===== src/rtl/itc99_b13_rx.sv =====
// Serial frame receiver for the b13 transmitter: start / 8 data / stop, timed from the start pulse.
// Optional build macro RX_GLITCH_CHECK_EN turns a low line on any non-sample edge into a framing error.
module itc99_b13_rx #(
  parameter int BIT_PERIOD = 106
) (
  input  logic       clock,
  input  logic       reset_n,
  input  logic       serial_in,
  input  logic       rx_ready,
  output logic [7:0] rx_data,
  output logic       rx_valid,
  output logic       dsr,
  output logic       busy,
  output logic       frame_err,
  output logic       overrun,
  output logic [7:0] err_count
);

  typedef enum logic [1:0] {IDLE, DATA, STOP} state_t;

  localparam logic [9:0] LAST_COUNT = 10'(BIT_PERIOD - 1);

  state_t     state;
  logic [9:0] interval_cnt;
  logic [2:0] bit_idx;
  logic [7:0] shift_reg;

  logic sample_edge;
  logic stop_sample;
  logic good_frame;
  logic glitch;
  logic consume;
  logic overrun_hit;
  logic err_event;

  // The counter restarts at every sample edge, so a count of BIT_PERIOD-1 marks the next sample edge.
  assign sample_edge = (interval_cnt == LAST_COUNT);
  assign stop_sample = (state == STOP) && sample_edge;
  assign good_frame  = stop_sample && serial_in;
  assign consume     = rx_valid && rx_ready;
  assign overrun_hit = good_frame && rx_valid && !rx_ready;

`ifdef RX_GLITCH_CHECK_EN
  assign glitch = (state != IDLE) && !sample_edge && !serial_in;
`else
  assign glitch = 1'b0;
`endif

  assign err_event = (stop_sample && !serial_in) || glitch || overrun_hit;
  assign dsr       = ~rx_valid;
  assign busy      = (state != IDLE);

  always_ff @(posedge clock or negedge reset_n) begin
    if (!reset_n) begin
      state        <= IDLE;
      interval_cnt <= '0;
      bit_idx      <= '0;
      shift_reg    <= '0;
      rx_data      <= '0;
      rx_valid     <= 1'b0;
      frame_err    <= 1'b0;
      overrun      <= 1'b0;
      err_count    <= '0;
    end else begin
      frame_err <= 1'b0;
      overrun   <= 1'b0;
      if (consume)
        rx_valid <= 1'b0;
      if (err_event && (err_count != 8'hFF))
        err_count <= err_count + 8'd1;

      case (state)
        IDLE: begin
          interval_cnt <= '0;
          bit_idx      <= '0;
          if (!serial_in)
            state <= DATA;
        end
        DATA: begin
          if (glitch) begin
            frame_err    <= 1'b1;
            interval_cnt <= '0;
            state        <= IDLE;
          end else if (sample_edge) begin
            shift_reg    <= {shift_reg[6:0], serial_in};
            interval_cnt <= '0;
            bit_idx      <= bit_idx + 3'd1;
            if (bit_idx == 3'd7)
              state <= STOP;
          end else begin
            interval_cnt <= interval_cnt + 10'd1;
          end
        end
        STOP: begin
          if (glitch) begin
            frame_err    <= 1'b1;
            interval_cnt <= '0;
            state        <= IDLE;
          end else if (sample_edge) begin
            interval_cnt <= '0;
            state        <= IDLE;
            // A full holding register only takes the new byte if it is being consumed on this edge.
            if (serial_in) begin
              if (!rx_valid || rx_ready) begin
                rx_data  <= shift_reg;
                rx_valid <= 1'b1;
              end else begin
                overrun <= 1'b1;
              end
            end else begin
              frame_err <= 1'b1;
            end
          end else begin
            interval_cnt <= interval_cnt + 10'd1;
          end
        end
        default: state <= IDLE;
      endcase
    end
  end

endmodule


===== config.mk =====
export PLATFORM = sky130hd
export DESIGN_NAME = itc99_b13_rx
export DESIGN_NICKNAME = d
export VERILOG_FILES = /design/src/rtl/itc99_b13_rx.sv
export SDC_FILE = /design/constraint.sdc
export NUM_CORES = 1
export LEC_CHECK = 0
export CORE_UTILIZATION = 40
export DETAILED_ROUTE_END_ITERATION = 12
export PLACE_DENSITY_LB_ADDON = 0.15
export SLEW_MARGIN = 25
export SYNTH_ARGS = -nofsm -noshare
export SYNTH_HDL_FRONTEND = slang
export SYNTH_SLANG_ARGS = --single-unit

===== constraint.sdc =====
create_clock -name clock -period 2.1 [get_ports clock]
set_input_delay 0.315 -clock clock [delete_from_list [all_inputs] [get_ports clock]]
set_output_delay 0.315 -clock clock [all_outputs]
set_load 0.05 [all_outputs]

==> results.tsv, run 1 <==
metric	value	unit
Syn Area/Cell	11.53	um^2
Initial Utilization	0.4213	
post-synthesis sequential area ratio	0.5179	
top post-synthesis cells by area	dfrtp_1, mux2_2, ha_1	
Die Wd	73.23	um
WL/cell	13.31	um
path type of the worst setup path	flop to flop	
Syn. warnings	0	
fin crit share	0.9561	
initial antenna violation count	0	
Skew-Pair Late Insertion Delay	0.29	ns
core area	4817	um^2
Yosys reg bits	42	
LEAKAGE	1.143	nW
slowest CP cell	or4_4	
# setup viols final	0	
FF-to-FF Start	interval_cnt[7]	
GPL Wtd Cong	0.8124	
maximum vdd ir drop	0.3178	mV
ratio of cells with drive above 1 in the final layout	0.2269	
Yosys top cell by area	dfrtp_1	
hold path depth	1	
final hold violations	0	
Biggest register	interval_cnt	
Crit Reg-Reg Endpoint	err_count[1]	
Mapped Cells	176	
Critical Path Source Type	flop	
DRC violations left	0	
CP Cell Sequence	or4_4 > a2111oi_4 > o21a_4 > mux2_2	
Worst Path Buf+Inv	0	
Reg clk slew, reported paths	0.08	ns
Setup TNS	0	ns
f_max	0.4981	GHz
minimum clock period	2.008	ns
final net count	228	
outcome	completed	
routed vias	1446	
Post-Route WL	3.767	mm
top cell type's share of synthesized area	0.5179	
Post-DP HPWL	2.816	mm
worst reg-to-reg setup slack	0.09	ns
Longest Clk Path Bufs	2	
CTS tree	done	
pin count of the biggest net entering global routing	23	
syn nets	189	
# IOs	25	
pwr dens	698.6	nW/um^2
hold_sp	shift_reg[7]	
hold endpoint	shift_reg[7]	
total grt overflow	0	
synth unique cells	38	
CTS sink cnt	42	
cell row count	25	
max reg flops	10	
Pre-antenna DRT Iters	4	
Critical Path RT	2.28	ns
CTS HTree Levels	2	
worst slew pin tran	0.5082	ns
clk root buf	clkbuf_8	
vias in the first global route	1459	
Via density	5.110	
Cell Area, Synth	2029	um^2
Slew HR	0.6612	
Power, Total	1.770	mW
# fillers	461	
CP delay by family, top	compound AO/OA/AOI/OAI gates	
crit-path max FO	4	
die footprint	5363	um^2
Worst path max stage delay	0.59	ns
n_diodes	0	
max-slew violations	0	
global-route wire length before repair	6.651	mm
Post-CTS Setup Bufs	0	
worst hold path class	flop to flop	
post-route ant nets	0	
CTS buffer count	5	
CP arrival	2.19	ns
reg2reg path depth	4	
RSZ-0062 raised after global routing	false	
Port Buffers	24	
Die Span Y	73.23	um
max-cap violations	0	
global-route usage over all layers	0.1660	
number of DRC markers in iteration 0	57	
Clock Skew	0.004092	ns
CP endpoint kind	flop	
Area Growth Syn to Fin	24.85	%
==> cells in the mapped netlist, drive strengths merged <==
library cell / count
or3: 1
a21boi: 1
nand2b: 1
and3: 2
a41oi: 3
inv: 6
buf: 2
o31ai: 1
clkbuf: 2
a22o: 2
xnor2: 8
o21ai: 6
nand3: 9
nand4b: 2
o211ai: 1
nor2b: 3
a21oi: 3
mux2: 18
ha: 9
or2: 1
nand2: 17
nor3: 5
a31oi: 3
xor2: 3
and2: 1
nor2: 16
or2b: 1
a2111oi: 1
nand4: 4
dfrtp: 42
o21a: 1
or4: 1
==> how the worst max path moves through the flow <==
stage | from | end | depth (start not counted)
6_report | interval_cnt[7] | err_count[1] | 4
5_1_grt | interval_cnt[7] | err_count[7] | 4
4_1_cts | interval_cnt[7] | interval_cnt[7] | 4
3_5_place_dp | rx_ready | err_count[1] | 5
3_3_place_gp | rx_ready | err_count[1] | 5
2_1_floorplan | interval_cnt[7] | err_count[1] | 4
==> cell type report <==
cell class                 count  area (um^2)  area share
clock buffer                   6        82.58     0.03259
clock inverter                 2        12.51    0.004938
inverter                       6        22.52    0.008889
multi-input combinational    124        942.2      0.3719
sequential                    42         1052      0.4153
tap                           67        83.83     0.03309
timing repair buffer          36        337.8      0.1333
==> layout by cell type, fill, tap and decap left out, types with 8 or more instances in the layout <==
cell / count
dfrtp_1: 41
clkdlybuf4s50_1: 22
mux2_2: 17
nand2_1: 16
nor2_1: 16
buf_4: 11
nand3_1: 9
ha_1: 9
xnor2_1: 8
==> worst register-to-register path: cells and delay by family, from the launching register on <==
family	cells	cell delay (ns)
AOI/OAI and AO/OA	2	0.60
DFF	1	0.39
muxes	1	0.32
and+or+nand+nor	1	0.59
==> metrics by stage <==
step                utilization  hold slack, ns  std cells  cell area (um^2)  setup WS, ns
finish                   0.5260          0.5077        283              2534       0.09225
floorplan                     -         0.01941        176              2031       0.07138
detailed placement       0.5031          0.3163        274              2424      -0.03865
global placement         0.5031          0.3065        274              2424      -0.03198
CTS                      0.5249          0.5122        283              2529       0.01745
global route             0.5260          0.5222        283              2534       0.02273
==> report_power, final <==
| group | internal, mW | switching, mW | leakage, nW |
|---|---|---|---|
| Sequential | 0.840 | 0.0325 | 0.578 |
| Clock | 0.264 | 0.276 | 0.0472 |
| Combinational | 0.128 | 0.229 | 0.517 |
==> cells by family after synthesis <==
logic type                 count (synthesis)  share of synthesized area
DFF                                       42                     0.5179
muxes                                     18                    0.09987
buffers and inverters                     10                    0.02034
xor gates and xnor gates                  11                    0.04748
AOI/OAI and AO/OA                         22                    0.09064
and+or+nand+nor                           64                     0.1683
adders and majority gates                  9                    0.05549
==> repair_timing <==
item                       CTS  global route
gates resized for setup      0             1
hold buffers                 1             0
hold endpoints to repair     9             0
setup endpoints to repair    0             8
==> metal layers <==
layer  wire length (um)  track usage  up-vias  part of all wire
met4                 44      0.06100        0             0.012
met5                  0            0        -                 0
met2               1846       0.2685       28              0.49
met1               1724       0.2089      714              0.46
li1                   -            -      700                 -
met3                152      0.05110        4             0.040
Note: power is estimated with default switching activity, not from simulation.
==> inputs of run 2 (changes only) <==
--- a/config.mk
+++ b/config.mk
@@ -6,9 +6,10 @@
 export NUM_CORES = 1
 export LEC_CHECK = 0
 export CORE_UTILIZATION = 40
+export CTS_CLUSTER_DIAMETER = 80
 export DETAILED_ROUTE_END_ITERATION = 12
 export PLACE_DENSITY_LB_ADDON = 0.15
-export SLEW_MARGIN = 25
+export SLEW_MARGIN = 40
 export SYNTH_ARGS = -nofsm -noshare
 export SYNTH_HDL_FRONTEND = slang
 export SYNTH_SLANG_ARGS = --single-unit
==> results of run 2 <==
Final layout, timing and power as in run 1 (identical DEF).
==> inputs of run 3 (changes only) <==
--- a/config.mk
+++ b/config.mk
@@ -5,7 +5,7 @@
 export SDC_FILE = /design/constraint.sdc
 export NUM_CORES = 1
 export LEC_CHECK = 0
-export CORE_UTILIZATION = 40
+export CORE_UTILIZATION = 30
 export CTS_CLUSTER_DIAMETER = 80
 export DETAILED_ROUTE_END_ITERATION = 12
 export PLACE_DENSITY_LB_ADDON = 0.15
==> results.tsv, run 3 (synthesis gave the netlist of run 1 again) <==
metric	value	unit	change
outcome	complete, but fails checks		was completed
failing checks	design-rule violations		
max reg flops	10		unchanged
max-cap violations	0		unchanged
ratio of cells with drive above 1 in the final layout	0.2304		was 0.2269
die footprint	7098	um^2	was 5363 um^2
f_max	0.5089	GHz	was 0.4981 GHz
Biggest register	interval_cnt		unchanged
commonest non-fill, non-tap cells in the layout	dfrtp_1, clkdlybuf4s50_1, mux2_2		unchanged
RSZ-0062 raised after global routing	false		unchanged
core area	6422	um^2	was 4817 um^2
Die Wd	84.25	um	was 73.23 um
max-slew violations	0		unchanged
# IOs	25		unchanged
CTS buffer count	5		unchanged
CP endpoint kind	flop		unchanged
WL/cell	12.91	um	was 13.31 um
Skew-Pair Late Insertion Delay	0.29	ns	about the same
CP Cell Sequence	or4_4 > a2111oi_4 > o21a_4 > mux2_2		unchanged
CTS tree	done		unchanged
slowest CP cell	or4_4		unchanged
vias in the first global route	1434		was 1,459
Layout Utilization	0.3984		was 0.5260
DRC violations left	6		was 0
cell row count	29		was 25
Slew HR	0.6609		was 0.6612
post-route ant nets	0		unchanged
clk root buf	clkbuf_8		unchanged
minimum clock period	1.965	ns	was 2.008 ns
number of DRC markers in iteration 0	70		was 57
grt met3 use	0.02655		was 0.05110
met1 Usage GRT	0.1460		was 0.2089
global-route wire length before repair	6.610	mm	was 6.651 mm
Worst path max stage delay	0.57	ns	was 0.59 ns
Clock Skew	0.006370	ns	was 0.004092 ns
maximum vdd ir drop	0.3459	mV	was 0.3178 mV
Critical Path Source Type	flop		unchanged
Longest Clk Path Bufs	2		unchanged
final net count	229		was 228
GR peak layer	met2		unchanged
pin count of the biggest net entering global routing	21		was 23
initial antenna violation count	0		unchanged
Critical Path RT	2.28	ns	about the same
GPL Wtd Cong	0.7252		was 0.8124
global-route usage over all layers	0.1166		was 0.1660
Die Span Y	84.25	um	was 73.23 um
pwr dens	733.7	nW/um^2	was 698.6 nW/um^2
Via density	4.850		was 5.110
Post-DP HPWL	2.846	mm	was 2.816 mm
Power, Total	1.877	mW	was 1.770 mW
# setup viols final	0		unchanged
worst slew pin tran	0.5070	ns	was 0.5082 ns
Initial Utilization	0.3160		was 0.4213
CTS sink cnt	42		unchanged
M2 GR Usage	0.1952		was 0.2685
routed vias	1426		was 1,446
Area Growth Syn to Fin	26.08	%	was 24.85%
LEAKAGE	1.153	nW	was 1.143 nW
fin crit share	0.9357		was 0.9561
worst hold path class	input port to asynchronous set/reset pin		was flop to flop
Reg clk slew, reported paths	0.08	ns	about the same
final hold violations	0		unchanged
CTS HTree Levels	2		unchanged
total grt overflow	0		unchanged
path type of the worst setup path	flop to flop		unchanged
crit-path max FO	3		was 4
Post-Route WL	3.797	mm	was 3.767 mm
Pre-antenna DRT Iters	8		was 4
Port Buffers	24		unchanged
commonest non-fill, non-tap cell in the layout	dfrtp_1		unchanged
n_diodes	0		unchanged
CP arrival	2.14	ns	was 2.19 ns
==> run 3: changes by cell type in the layout (fill, tap and decap cells not counted), sizes merged <==
cell / delta
buf: +1
bufinv: +1
clkinvlp: -1
clkbuf: -1
inv: +1
==> run 3: critical path, delay by kind of cell (launching register included) <==
| family | cells | cell delay, ns |
|---|---|---|
| and+or+nand+nor | 1 | 0.57 |
| muxes | 1 | 0.31 |
| DFF | 1 | 0.40 |
| AOI/OAI and AO/OA | 2 | 0.56 |
==> run 3: report_power, final <==
part	switching, mW	internal, mW	total (mW)
logic	0.232	0.129	0.361
clock network	0.288	0.356	0.645
registers	0.0316	0.840	0.872
total	0.551	1.33	1.88
==> run 3: what timing repair did <==
action / 4_1_cts / 5_1_grt
resized for setup: 0 / 1
hold buffers: 1 / 0
buffers inserted: 0 / 0
endpoints found under the setup margin: 0 / 8
hold endpoints to repair: 18 / 0
==> run 3: metrics by stage <==
step	cell area, um^2	hold slack, ns	TNS (ns)	setup WS, ns	std cells
floorplan	2031	0.01941	0	0.07138	176
global placement	2431	0.2920	-0.004830	-0.004830	285
detailed placement	2431	0.2861	-0.02463	-0.02463	285
CTS	2554	0.4984	0	0.03502	294
global route	2559	0.5245	0	0.05952	294
finish	2559	0.4900	0	0.1351	294
==> run 3: worst paths after layout <==
| path | startpoint | cells after the start | slack, ns | endpoint |
|---|---|---|---|---|
| setup / recovery | interval_cnt[4] | 4 | 0.14 | err_count[1] |
| hold / removal | reset_n | 2 | 0.49 | shift_reg[1] |
| setup reg to reg | interval_cnt[4] | 4 | 0.14 | err_count[1] |
| hold reg to reg | rx_data[1] | 1 | 0.51 | rx_data[1] |
| max in group asynchronous | reset_n | 3 | 1.07 | err_count[6] |
| min in group clock | rx_data[1] | 1 | 0.51 | rx_data[1] |
==> run 3: routing by layer <==
layer  up-vias  part of all wire
met4         0             0.017
met2        25              0.46
met3         7             0.033
li1        700                 -
met1       694              0.49
met5         -                 0
==> run 3: cell type report <==
cell class | count | area (um^2)
Clock buffer | 5 | 68.82
Fill cell | 628 | 3864
Timing Repair Buffer | 37 | 332.8
Inverter | 6 | 22.52
Sequential cell | 42 | 1052
Clock inverter | 3 | 43.79
Tap cell | 77 | 96.34
Multi-Input combinational cell | 124 | 942.2
